--- src/rtl/sram_arbiter_2x1.sv ---
// Two-master arbiter in front of a single-port synchronous SRAM.
// Same-cycle grant, burst-limited round-robin, 1-cycle read data routed back to its issuer.
module sram_arbiter_2x1 #(
    parameter int unsigned XLEN      = 32,
    parameter int unsigned MAX_BURST = 4
) (
    input  logic            clk,
    input  logic            reset,

    input  logic            m0_en,
    input  logic [3:0]      m0_wen,
    input  logic [XLEN-1:0] m0_addr,
    input  logic [XLEN-1:0] m0_wdata,
    output logic            m0_gnt,
    output logic            m0_rvalid,
    output logic [XLEN-1:0] m0_rdata,

    input  logic            m1_en,
    input  logic [3:0]      m1_wen,
    input  logic [XLEN-1:0] m1_addr,
    input  logic [XLEN-1:0] m1_wdata,
    output logic            m1_gnt,
    output logic            m1_rvalid,
    output logic [XLEN-1:0] m1_rdata,

    output logic            sram_en,
    output logic [3:0]      sram_wen,
    output logic [XLEN-1:0] sram_addr,
    output logic [XLEN-1:0] sram_wdata,
    input  logic [XLEN-1:0] sram_rdata
);

    localparam int unsigned    CntW   = $clog2(MAX_BURST + 1);
    localparam logic [CntW-1:0] CntMax = CntW'(MAX_BURST);

    logic            cur_q, cur_d;
    logic [CntW-1:0] cnt_q, cnt_d;
    logic            rd_v_q, rd_v_d;
    logic            rd_own_q, rd_own_d;

    logic any_req;
    logic win;

    // Gating with reset keeps every output at 0 while reset is held.
    always_comb begin
        any_req = reset & (m0_en | m1_en);
        if (m0_en && m1_en) begin
            win = (cnt_q < CntMax) ? cur_q : ~cur_q;
        end else begin
            win = m1_en;
        end
    end

    assign m0_gnt = any_req & ~win;
    assign m1_gnt = any_req & win;

    always_comb begin
        sram_en    = 1'b0;
        sram_wen   = 4'b0000;
        sram_addr  = '0;
        sram_wdata = '0;
        if (any_req) begin
            sram_en    = 1'b1;
            sram_wen   = win ? m1_wen   : m0_wen;
            sram_addr  = win ? m1_addr  : m0_addr;
            sram_wdata = win ? m1_wdata : m0_wdata;
        end
    end

    always_comb begin
        cur_d    = cur_q;
        cnt_d    = cnt_q;
        rd_v_d   = 1'b0;
        rd_own_d = rd_own_q;
        if (!any_req) begin
            cnt_d = '0;
        end else if (win == cur_q) begin
            cnt_d = (cnt_q == CntMax) ? cnt_q : cnt_q + CntW'(1);
        end else begin
            cur_d = win;
            cnt_d = CntW'(1);
        end
        if (any_req && (sram_wen == 4'b0000)) begin
            rd_v_d   = 1'b1;
            rd_own_d = win;
        end
    end

    always_ff @(posedge clk or negedge reset) begin
        if (!reset) begin
            cur_q    <= 1'b0;
            cnt_q    <= '0;
            rd_v_q   <= 1'b0;
            rd_own_q <= 1'b0;
        end else begin
            cur_q    <= cur_d;
            cnt_q    <= cnt_d;
            rd_v_q   <= rd_v_d;
            rd_own_q <= rd_own_d;
        end
    end

    assign m0_rvalid = rd_v_q & ~rd_own_q;
    assign m1_rvalid = rd_v_q & rd_own_q;
    assign m0_rdata  = m0_rvalid ? sram_rdata : '0;
    assign m1_rdata  = m1_rvalid ? sram_rdata : '0;

endmodule

--- config.mk ---
export PLATFORM = sky130hd
export DESIGN_NAME = sram_arbiter_2x1
export DESIGN_NICKNAME = d
export VERILOG_FILES = /design/src/rtl/sram_arbiter_2x1.sv
export SDC_FILE = /design/constraint.sdc
export NUM_CORES = 1
export LEC_CHECK = 0
export BUFFER_PORTS_ARGS = -buffer_cell sky130_fd_sc_hd__buf_2
export CAP_MARGIN = 25
export CORE_AREA = 10 10 112 114
export DETAILED_ROUTE_END_ITERATION = 10
export DIE_AREA = 0 0 122 124
export SLEW_MARGIN = 25
export SYNTH_ARGS = -nofsm -noshare
export SYNTH_HDL_FRONTEND = slang
export SYNTH_SLANG_ARGS = --single-unit
--- constraint.sdc ---
create_clock -name clk -period 3.12 [get_ports clk]
set_input_delay 0 -clock clk [delete_from_list [all_inputs] [get_ports clk]]
set_output_delay 0 -clock clk [all_outputs]
set_load 0.03 [all_outputs]
==> results of run 1 <==
[power by group through the flow]
stage,combinational [mW],sequential [mW],clock [mW]
global placement,0.672,0.120,0
floorplan,0.452,0.0966,0
detailed placement,0.679,0.122,0
global route,0.716,0.128,0.124
CTS,0.682,0.121,0.123
finish,0.674,0.120,0.121
[final cells by class]
| type | count | area (um^2) |
|---|---|---|
| tap | 136 | 170 |
| sequential | 6 | 150 |
| multi-input combinational | 166 | 1240 |
| inverter | 6 | 22.5 |
| clock buffer | 3 | 41.3 |
| fill | 1090 | 7020 |
| timing repair buffer | 312 | 1590 |
[placed cells by master (no fill, tap or decap), drive strengths merged]
master	n
dlygate4sd3	1
a311oi	1
o21ai	2
nor2	3
a22o	68
nand4b	1
inv	6
and2	34
a31oi	1
a211oi	2
nor4	1
or2b	1
or4	1
o32ai	1
dfrtp	6
buf	311
nor3	1
a21oi	3
and3	32
nand2	4
clkbuf	3
o2111a	1
nor2b	1
xnor2	2
a21o	1
ha	2
nand3	2
xor2	1
[cell usage after synthesis, drive strengths merged (3+ instances only)]
master,number,share of area (%)
dfrtp,6,9.6
buf,11,6.5
inv,6,1.4
nand2,4,0.96
nor2,3,0.72
and3,32,13
a21oi,3,0.96
clkbuf,14,3.4
and2,34,14
a22o,68,38
[logic make-up after synthesis]
family	share of synthesized area [%]
xor gates and xnor gates	1.69
buffers and inverters	11.3
AOI/OAI and AO/OA	44.3
DFF	9.63
and+or+nand+nor	31.5
adders and majority gates	1.60
[timing repair]
| item | CTS | global route |
|---|---|---|
| hold endpoints to repair | 6 | 0 |
| endpoints found under the setup margin | 0 | 0 |
| hold buffers | 1 | 0 |
[worst max-delay path by stage]
stage | from | endpoint | slack [ps] | cells after the start
CTS | cnt_q[2] | sram_addr[15] | 820 | 5
finish | cnt_q[2] | sram_addr[25] | 840 | 5
detailed placement | cnt_q[2] | sram_addr[15] | 1080 | 5
floorplan | cnt_q[2] | sram_addr[10] | 1450 | 5
global route | reset | sram_addr[15] | 670 | 7
global placement | cnt_q[2] | sram_addr[16] | 1160 | 5
[per-layer routing]
| layer | vias up | track usage (%) |
|---|---|---|
| met1 | 1248 | 12.3 |
| met4 | 0 | 1.12 |
| li1 | 1360 | - |
| met5 | - | 0 |
| met2 | 169 | 24.4 |
| met3 | 3 | 7.24 |
[state kept, by name (all words and copies together) (netlist names)]
register and count:
rd_v_q 1, cnt_q 3, rd_own_q 1, cur_q 1
[worst min-delay path, delay by kind of cell]
family,cells,cell delay [ps]
compound gates,1,80
simple gates,1,120
buf+inv,1,90
==> qor.yml, run 1 <==
synthesis:
  synth_cells: 203
  synth_cell_types: 30
  synth_edf_count: 0
  async_flop_share_pct: 100
  synth_seq_cells: 6
  syn-cell-area_um2: 1560
  yosysWarnings: 0
  avgSynthCellArea_um2: 7.68
  synthFlopType: "dfrtp_1"
  synthesis.nets: 377
  synth-seq-area-share_pct: 9.63
detailed_routing:
  viasPerCell: 4.42
  routed-wl-met2_um: 5950
  wirelength_met1_um: 3840
  top_layer_used: "met4"
  drtIter0Drc: 76
  drtAntennaViolNets: 0
  wl_um: 11400
  dr_total_vias: 2780
  wl_met3_um: 1630
  drc: 0
  wl_per_cell_um: 18.2
  dr.pass1.iters: 4
global_route:
  grt_pass1_vias: 2907
  grt_pass1_wl_um: 16000
  grt.total_usage_pct: 12.9
  overflow: 0
  antenna_found_initial: 0
  grt_max_degree: 70
setup_path:
  required_ps: 3120
  r2r_start: "cnt_q[2]"
  crit_family: "buffers and inverters"
  r2r_slack_ps: 1320
  reg2reg_to: "cur_q"
  endpoint_kind: "primary output"
  critPathMaxFanout: 69
  critPathSlowestCell: "buf_4"
  crit_type: "register to primary output"
  cp.arrival_ps: 2280
  worst-path-buf-inv: 2
  cp-start-kind: "register"
  crit_path_max_incr_delay_ps: 590
  path_cells: "xnor2_1 > a211oi_4 > buf_4 > a22o_1 > buf_2"
  r2r_cells: 4
clock_network:
  cts_tree: "built"
  clk-insertion-delay-late_ps: 230
  clock-sinks: 6
  cts_buffer_depth: 2
  cts_max_level: 1
  clk_pin_slew_ps: 40
  root_buffer: "clkbuf_8"
  cts-buffers-inserted: 3
  postCtsSetupRepairBufs: 0
  cts_repair_resize_count: 0
floorplan:
  initial_core_util_pct: 15.2
  rows: 37
  core_area_um2: 10200
  io_pins: 309
  dieArea_um2: 15100
  die_w_um: 122
  die_y_um: 124
hold_path:
  hold_start: "m1_wen[0]"
  hold_class: "input port to register"
  whs_path_depth: 3
  hold_end: "rd_own_q"
sta:
  rsz0062_at_grt: "no"
  fin_crit_ps: 2280
  relSlewSlack_pct: 49.3
  tightest_slew_ps: 760
  final-max-slew-violation-count: 0
  finalHoldViolations: 0
  worst_clock_skew_ps: 0.195
  fin_crit_sh_pct: 73.2
  timing.hold.ws_ps: 103
  setup_ws_ps: 836
  setup_violations: 0
  setup_tns_ps: 0
  fmaxAchievable_mhz: 438
pwr:
  clockPowerShare_pct: 13.2
  p_int_mw: 0.418
  finalPower_mw: 0.915
  swShare_pct: 54.4
  irDropWorstVdd_mv: 0.122
  p_leak_nw: 2.13
  p_sw_mw: 0.497
  combPwrFrac_pct: 73.6
  seqPwrFrac_pct: 13.1
  power.density_nw_per_um2: 285
placed_design:
  dp.cells: 625
  numPortBuffers: 308
  dp.final_hpwl_um: 10200
  place.gp.congestion: 0.894
  dp_slack_ps: 1080
  placed_area_um2: 3160
cells_and_area:
  final_util_pct: 31.4
  drive_gt1_share_pct: 64.1
  fin_cells: 629
  fin_nets: 669
  area_growth_pct: 106
  design_area_um2: 3210
  n_antenna_cell: 0
status:
  status: "finished clean"
run:
  cap_violations: 0
Power figures use the tool's default switching activity.
==> run 2: changes to the inputs <==
Settings changed: CORE_AREA 10 10 112 114 to 10 10 113 115, DIE_AREA 0 0 122 124 to 0 0 123 125.
Clock period 3.12 ns to 2 ns, I/O delays scaled along.
==> run 2 against run 1 <==
Against the previous run:
- total power is 61% higher
- die area grew 1.6%
- first-iteration DRC count rose by 13%
- combinational power increased by 69%
- core utilization down 0.11 points
- clock skew is 3.5 ps higher
- sequential power is 23% higher
- sequential cell count stayed put
- clock power up 53%
- critical path depth up 1
- final cell count is 1.6% higher
==> qor.yml, run 2 (synthesis gave the netlist of run 1 again) <==
status:
  status: "finished clean"  # unchanged
setup_path:
  worst-path-buf-inv: 3  # was 2
  startpoint: "cnt_q[2]"  # unchanged
  endpoint: "sram_addr[30]"  # was sram_addr[25]
  r2r_cells: 4  # unchanged
  cp-start-kind: "register"  # unchanged
  r2r_slack_ps: 460  # was 1320 ps
  critPathMaxFanout: 35  # was 69
  required_ps: 2000  # was 3120 ps
  endpoint_kind: "primary output"  # unchanged
  r2r_start: "cnt_q[2]"  # unchanged
  path_cells: "xnor2_2 > a211oi_4 > buf_4 > buf_12 > a22o_1 > buf_2"  # was xnor2_1 > a211oi_4 > buf_4 > a22o_1 > buf_2
  crit_path_max_incr_delay_ps: 480  # was 590 ps
  cp.arrival_ps: 1900  # was 2280 ps
  reg2reg_to: "rd_own_q"  # was cur_q
  crit_type: "register to primary output"  # unchanged
  critPathSlowestCell: "dfrtp_1"  # was buf_4
  crit_family: "buffers and inverters"  # unchanged
  path_depth: 6  # was 5
cells_and_area:
  largest_register: "cnt_q"  # unchanged
  multi_input_area_um2: 1260  # was 1240 um^2
  area_growth_pct: 113  # was 106%
  drive_gt1_share_pct: 64.9  # was 64.1%
  fin_nets: 675  # was 669
  final_cell_mix: "buf_2, a22o_1, and2_1"  # unchanged
  final_common_cell: "buf_2"  # unchanged
  area.sequential_um2: 150  # unchanged
  final_util_pct: 31.3  # was 31.4%
  fill_cells: 1143  # was 1,090
  design_area_um2: 3320  # was 3210 um^2
  largest_register_ffs: 3  # unchanged
  n_antenna_cell: 0  # unchanged
floorplan:
  dieArea_um2: 15400  # was 15,100 um^2
  rows: 38  # was 37
  io_pins: 309  # unchanged
  initial_core_util_pct: 14.7  # was 15.2%
  core_area_um2: 10600  # was 10,200 um^2
  die_w_um: 123  # was 122 um
  die_y_um: 125  # was 124 um
global_route:
  antenna_found_initial: 1  # was 0
  grt_max_degree: 71  # was 70
  grt_pass1_wl_um: 16500  # was 16,000 um
  grt_pass1_vias: 2938  # was 2,907
  grt.total_usage_pct: 13.4  # was 12.9%
  overflow: 0  # unchanged
sta:
  relSlewSlack_pct: 63.7  # was 49.3%
  fin_crit_ps: 1900
  tightest_slew_ps: 538  # was 760 ps
  setup_violations: 0  # unchanged
  finalHoldViolations: 0  # unchanged
  final-max-slew-violation-count: 0  # unchanged
  fin_crit_sh_pct: 95.0
  fmaxAchievable_mhz: 526
  timing.hold.ws_ps: 118  # was 103 ps
  setup_tns_ps: 0  # unchanged
  worst_clock_skew_ps: 3.69  # was 0.195 ps
  rsz0062_at_grt: "no"  # unchanged
placed_design:
  numPortBuffers: 308  # unchanged
  place.gp.congestion: 0.821  # was 0.894
  placed_area_um2: 3200  # was 3160 um^2
  dp.final_hpwl_um: 10500  # was 10,200 um
detailed_routing:
  wl_um: 12200  # was 11,400 um
  wl_met3_um: 1640  # was 1630 um
  wirelength_met1_um: 3840  # about the same
  viasPerCell: 4.56  # was 4.42
  top_layer_used: "met5"  # was met4
  routed-wl-met2_um: 6620  # was 5950 um
  dr_total_vias: 2911  # was 2,780
  drtAntennaViolNets: 0  # unchanged
  drtIter0Drc: 86  # was 76
  dr.pass1.iters: 5  # was 4
  drc: 0  # unchanged
  wl_per_cell_um: 19.1  # was 18.2 um
clock_network:
  clk-insertion-delay-late_ps: 230  # about the same
  root_buffer: "clkbuf_8"  # unchanged
  cts-buffers-inserted: 3  # unchanged
  cts_buffer_depth: 2  # unchanged
  clock-sinks: 6  # unchanged
  cts_tree: "built"  # unchanged
  clk_pin_slew_ps: 40  # about the same
  cts_max_level: 1  # unchanged
pwr:
  irDropWorstVdd_mv: 0.156  # was 0.122 mV
  power.density_nw_per_um2: 444  # was 285 nW/um^2
  p_leak_nw: 2.18  # was 2.13 nW
hold_path:
  hold_class: "input port to register"  # unchanged
run:
  cap_violations: 0  # unchanged
[run 2: worst min path at each step]
stage,start,endpoint,slack (ps),depth (start not counted)
5_1_grt,m1_wen[3],rd_own_q,130,3
2_1_floorplan,reset,cnt_q[0],-300,0
3_5_place_dp,reset,cnt_q[1],-120,1
3_3_place_gp,reset,cnt_q[1],-130,1
4_1_cts,m1_wen[3],rd_own_q,110,3
6_report,m1_wen[3],rd_own_q,120,3
[run 2: stage by stage]
step                      setup WS, ps  instances  power (mW)
after floorplan                    332        203       0.855
after global placement             211        632        1.26
after detailed placement           202        632        1.28
after CTS                         7.02        636        1.47
after global routing              29.8        639        1.56
final                              101        639        1.47
[run 2: power breakdown]
part / total [mW] / internal (mW) / leakage, nW / switching, mW
Clock: 0.185 / 0.130 / 0.0216 / 0.0554
Sequential: 0.148 / 0.135 / 0.0761 / 0.0122
Combinational: 1.14 / 0.414 / 2.09 / 0.727
[run 2: final cells by class]
class	instances	area share, %
Clock buffer	3	1.24
Timing Repair Buffer	318	50.3
Tap cell	140	5.28
Inverter	6	0.678
Sequential cell	6	4.52
Multi-Input combinational cell	166	38.0
[run 2: repair_timing]
| action | CTS | global route |
|---|---|---|
| setup buffers | 0 | 1 |
| endpoints found under the setup margin | 2 | 67 |
| cloned | 0 | 2 |
| pin swaps | 1 | 1 |
| resized for setup | 2 | 5 |
| hold endpoints to repair | 6 | 0 |
| hold buffers | 1 | 0 |
[run 2: worst reg2reg max path, delay by kind of cell (launching register included)]
family,cells,cell delay [ps]
AOI/OAI and AO/OA,2,410
xor gates and xnor gates,1,320
buffers and inverters,1,180
DFF,1,510
[run 2: layer usage]
metal | GRT usage [%] | vias to the layer above
met5 | 0 | -
met4 | 2.67 | 2
met3 | 6.80 | 11
met1 | 11.1 | 1345
li1 | - | 1371
met2 | 26.9 | 182
==> run 3: changes to the inputs <==
Settings changed: ABC_AREA set to 1, CAP_MARGIN 25 to 20, CORE_AREA 10 10 113 115 to 10 10 112 114, DIE_AREA 0 0 123 125 to 0 0 122 124.
==> run 3 against run 2 <==
Against the previous run:
- design area shrank 2.2%
- clock skew fell by 3.0 ps
- critical path depth rose by 3
- total power shrank 9.4%
- synthesized area down 2.1%
- worst hold slack gained 82 ps
- core utilization is 0.42 points higher
- critical path type unchanged
- largest cell class unchanged
- highest routed layer is now met4
==> qor.yml, run 3 <==
placed_design:
  place.gp.congestion: 0.905  # was 0.821
  dp.final_hpwl_um: 10100  # was 10,500 um
  dp.cells: 671  # was 632
  numPortBuffers: 308  # unchanged
synthesis:
  synth_top_family_by_area: "compound AO/OA/AOI/OAI gates"  # unchanged
  synthTopCellsByArea: "a22o_1, nor2_1, inv_1"  # was a22o_1, and2_1, and3_1
  synth_cell_types: 22  # was 30
  synth-xor-area-share_pct: 1.72  # was 1.69%
  synth.most_common_cell: "nor2_1"  # was a22o_1
  synth_fa_ha_area_share_pct: 1.64  # was 1.61%
  synth_edf_count: 0  # unchanged
  async_flop_share_pct: 100  # unchanged
  synth-compound-area-share_pct: 38.5  # was 44.3%
  synth_cells: 242  # was 203
  ys_top_cells_by_count: "nor2_1, a22o_1, inv_1"  # was a22o_1, and2_1, and3_1
  synthesis.nets: 416  # was 377
  yosysWarnings: 0  # unchanged
  synth-seq-area-share_pct: 9.84  # was 9.63%
  yosysTopAreaCell: "a22o_1"  # unchanged
  synthFlopType: "dfrtp_1"  # unchanged
  synthMuxAreaShare_pct: 0  # unchanged
  synth_seq_cells: 6  # unchanged
  synth-simple-area-share_pct: 26.4  # was 31.5%
  avgSynthCellArea_um2: 6.31  # was 7.68 um^2
  syn-cell-area_um2: 1530  # was 1560 um^2
  synth.top_cell.area_share_pct: 36.7  # was 38.2%
run:
  cap_violations: 0  # unchanged
sta:
  rsz0062_at_grt: "no"  # unchanged
  setup_tns_ps: 0  # unchanged
  setup_violations: 0  # unchanged
  worst_clock_skew_ps: 0.681  # was 3.69 ps
  fin_crit_sh_pct: 92.6  # was 95.0%
  final-max-slew-violation-count: 0  # unchanged
  tightest_slew_ps: 902  # was 538 ps
  timing.hold.ws_ps: 200  # was 118 ps
  fin_crit_ps: 1850  # was 1900 ps
  relSlewSlack_pct: 39.8  # was 63.7%
  fmaxAchievable_mhz: 540  # was 526 MHz
  finalHoldViolations: 0  # unchanged
setup_path:
  r2r_slack_ps: 620  # was 460 ps
  worst-path-buf-inv: 4  # was 3
  crit_path_max_incr_delay_ps: 360  # was 480 ps
  path_cells: "inv_1 > nand2_1 > nand3_2 > nand2_4 > nand2_1 > clkinv_4 > clkbuf_16 > a22o_1 > buf_2"  # was xnor2_2 > a211oi_4 > buf_4 > buf_12 > a22o_1 > buf_2
  reg2reg_to: "cnt_q[2]"  # was rd_own_q
  endpoint_kind: "primary output"  # unchanged
  crit_type: "register to primary output"  # unchanged
  cp.arrival_ps: 1850  # was 1900 ps
  cp_common_cell: "nand2_1"
  required_ps: 2000  # about the same
  critPathMaxFanout: 20  # was 35
  cp-start-kind: "register"  # unchanged
  critPathSlowestCell: "dfrtp_1"  # unchanged
  r2r_cells: 7  # was 4
  r2r_start: "cur_q"  # was cnt_q[2]
  crit_family: "buffers and inverters"  # unchanged
detailed_routing:
  dr.pass1.iters: 6  # was 5
  dr_total_vias: 2809  # was 2,911
  drtAntennaViolNets: 0  # unchanged
  wl_per_cell_um: 17.0  # was 19.1 um
  drc: 0  # unchanged
  wl_um: 11500  # was 12,200 um
  drtIter0Drc: 211  # was 86
  viasPerCell: 4.15  # was 4.56
cells_and_area:
  largest_register_ffs: 3  # unchanged
  final_common_cell: "buf_2"  # unchanged
  area_growth_pct: 113  # about the same
  final_cell_mix: "buf_2, nor2_1, a22o_1"  # was buf_2, a22o_1, and2_1
  fin_nets: 716  # was 675
  drive_gt1_share_pct: 59.8  # was 64.9%
  fin_cells: 677  # was 639
  final_util_pct: 31.7  # was 31.3%
  largest_register: "cnt_q"  # unchanged
  fill_cells: 1135  # was 1,143
clock_network:
  clock-sinks: 6  # unchanged
  clk-insertion-delay-late_ps: 220  # was 230 ps
  cts_buffer_depth: 2  # unchanged
  postCtsSetupRepairBufs: 0  # unchanged
  cts_max_level: 1  # unchanged
  clk_pin_slew_ps: 40  # about the same
  cts-buffers-inserted: 3  # unchanged
  cts_tree: "built"  # unchanged
  root_buffer: "clkbuf_8"  # unchanged
hold_path:
  hold_start: "m0_wen[3]"  # was m1_wen[3]
  hold_class: "input port to register"  # unchanged
  hold_end: "rd_own_q"  # unchanged
  whs_path_depth: 6  # was 3
floorplan:
  initial_core_util_pct: 14.9  # was 14.7%
  core_area_um2: 10200  # was 10,600 um^2
  dieArea_um2: 15100  # was 15,400 um^2
  rows: 37  # was 38
  die_w_um: 122  # was 123 um
  die_y_um: 124  # was 125 um
  io_pins: 309  # unchanged
global_route:
  grt_max_degree: 51  # was 71
  antenna_found_initial: 1  # unchanged
  grt_pass1_wl_um: 15600  # was 16,500 um
  overflow: 0  # unchanged
  grt_pass1_vias: 2885  # was 2,938
  grt.total_usage_pct: 12.7  # was 13.4%
pwr:
  clockPowerShare_pct: 13.5  # was 12.6%
  swShare_pct: 52.8  # was 53.9%
  seqPwrFrac_pct: 10.9  # was 10.0%
  p_int_mw: 0.630  # was 0.679 mW
  combPwrFrac_pct: 75.6  # was 77.4%
  irDropWorstVdd_mv: 0.147  # was 0.156 mV
  p_sw_mw: 0.705  # was 0.794 mW
  p_leak_nw: 2.26  # was 2.18 nW
  power.density_nw_per_um2: 411  # was 444 nW/um^2
status:
  status: "finished clean"  # unchanged
[run 3: changes by cell type in the layout (fill, tap and decap cells not counted), moves of 3 or more]
cell / before / now
nand3_1: 2 / 7
nand2_1: 4 / 13
nand4_1: 0 / 3
nor2_1: 3 / 68
and3_1: 32 / 0
and2_1: 34 / 0
buf_4: 6 / 1
inv_1: 6 / 45
a22o_1: 67 / 64
[run 3: what timing repair did]
| item | CTS | global route |
|---|---|---|
| endpoints found under the hold margin | 6 | 0 |
| endpoints found under the setup margin | 0 | 54 |
| gates resized for setup | 0 | 4 |
| hold buffers | 1 | 0 |
[run 3: per-stage QoR]
step | power, mW | cell area, um^2 | worst slack [ps]
floorplan | 0.777 | 1530 | 347
global placement | 1.15 | 3160 | 299
detailed placement | 1.15 | 3160 | 287
CTS | 1.34 | 3210 | 52.2
global route | 1.44 | 3240 | 4.76
finish | 1.33 | 3250 | 148
[run 3: worst max-delay path by stage]
stage,cells after the start,startpoint,slack [ps],endpoint
floorplan,4,rd_own_q,350,m0_rdata[10]
global placement,9,cnt_q[2],300,sram_wdata[31]
detailed placement,8,cnt_q[2],290,sram_addr[27]
CTS,8,cnt_q[2],50,sram_addr[27]
global route,9,cur_q,5,sram_wdata[20]
finish,9,cur_q,150,sram_wdata[20]
[run 3: cell type report]
class                   count  area (um^2)  area share (%)
clock buffers               3         41.3            1.27
multi-input cells         170         1050            32.3
diodes                      1         2.50          0.0771
well taps                 136          170            5.24
inverters                  46          178            5.47
flip-flops and latches      6          151            4.66
repair buffers            315         1660            51.0
[run 3: logic make-up after synthesis]
group                    after synthesis
AO/OA/AOI/OAI                         69
XOR/XNOR                               3
adder cells (fa/ha/maj)                2
buffers and inverters                 66
flip-flops                             6
AND/OR/NAND/NOR                       96
[run 3: worst register-to-register path, stage by stage, from the launching register on]
cell     delay (ps)
dfrtp_1         360
inv_1           100
nand2_1          70
nand3_2         130
nand2_4         110
xor2_1          170
or2_1           230
a21oi_1         130
[run 3: power by group through the flow]
| stage | Combinational [mW] | Clock (mW) | Sequential [mW] |
|---|---|---|---|
| after detailed placement | 0.999 | 0 | 0.147 |
| final | 1.01 | 0.180 | 0.145 |
| after global routing | 1.09 | 0.196 | 0.148 |
| after CTS | 1.00 | 0.187 | 0.146 |
| after global placement | 1.00 | 0 | 0.146 |
| after floorplan | 0.633 | 0 | 0.145 |
[run 3: metal layers]
layer,share of wire (%),vias up,GRT usage (%),wire (um)
met3,13,16,6.11,1490
met4,1.5,0,2.76,172
li1,-,1411,-,-
met2,50,188,21.3,5750
met5,0,-,0,0
met1,36,1194,14.3,4110
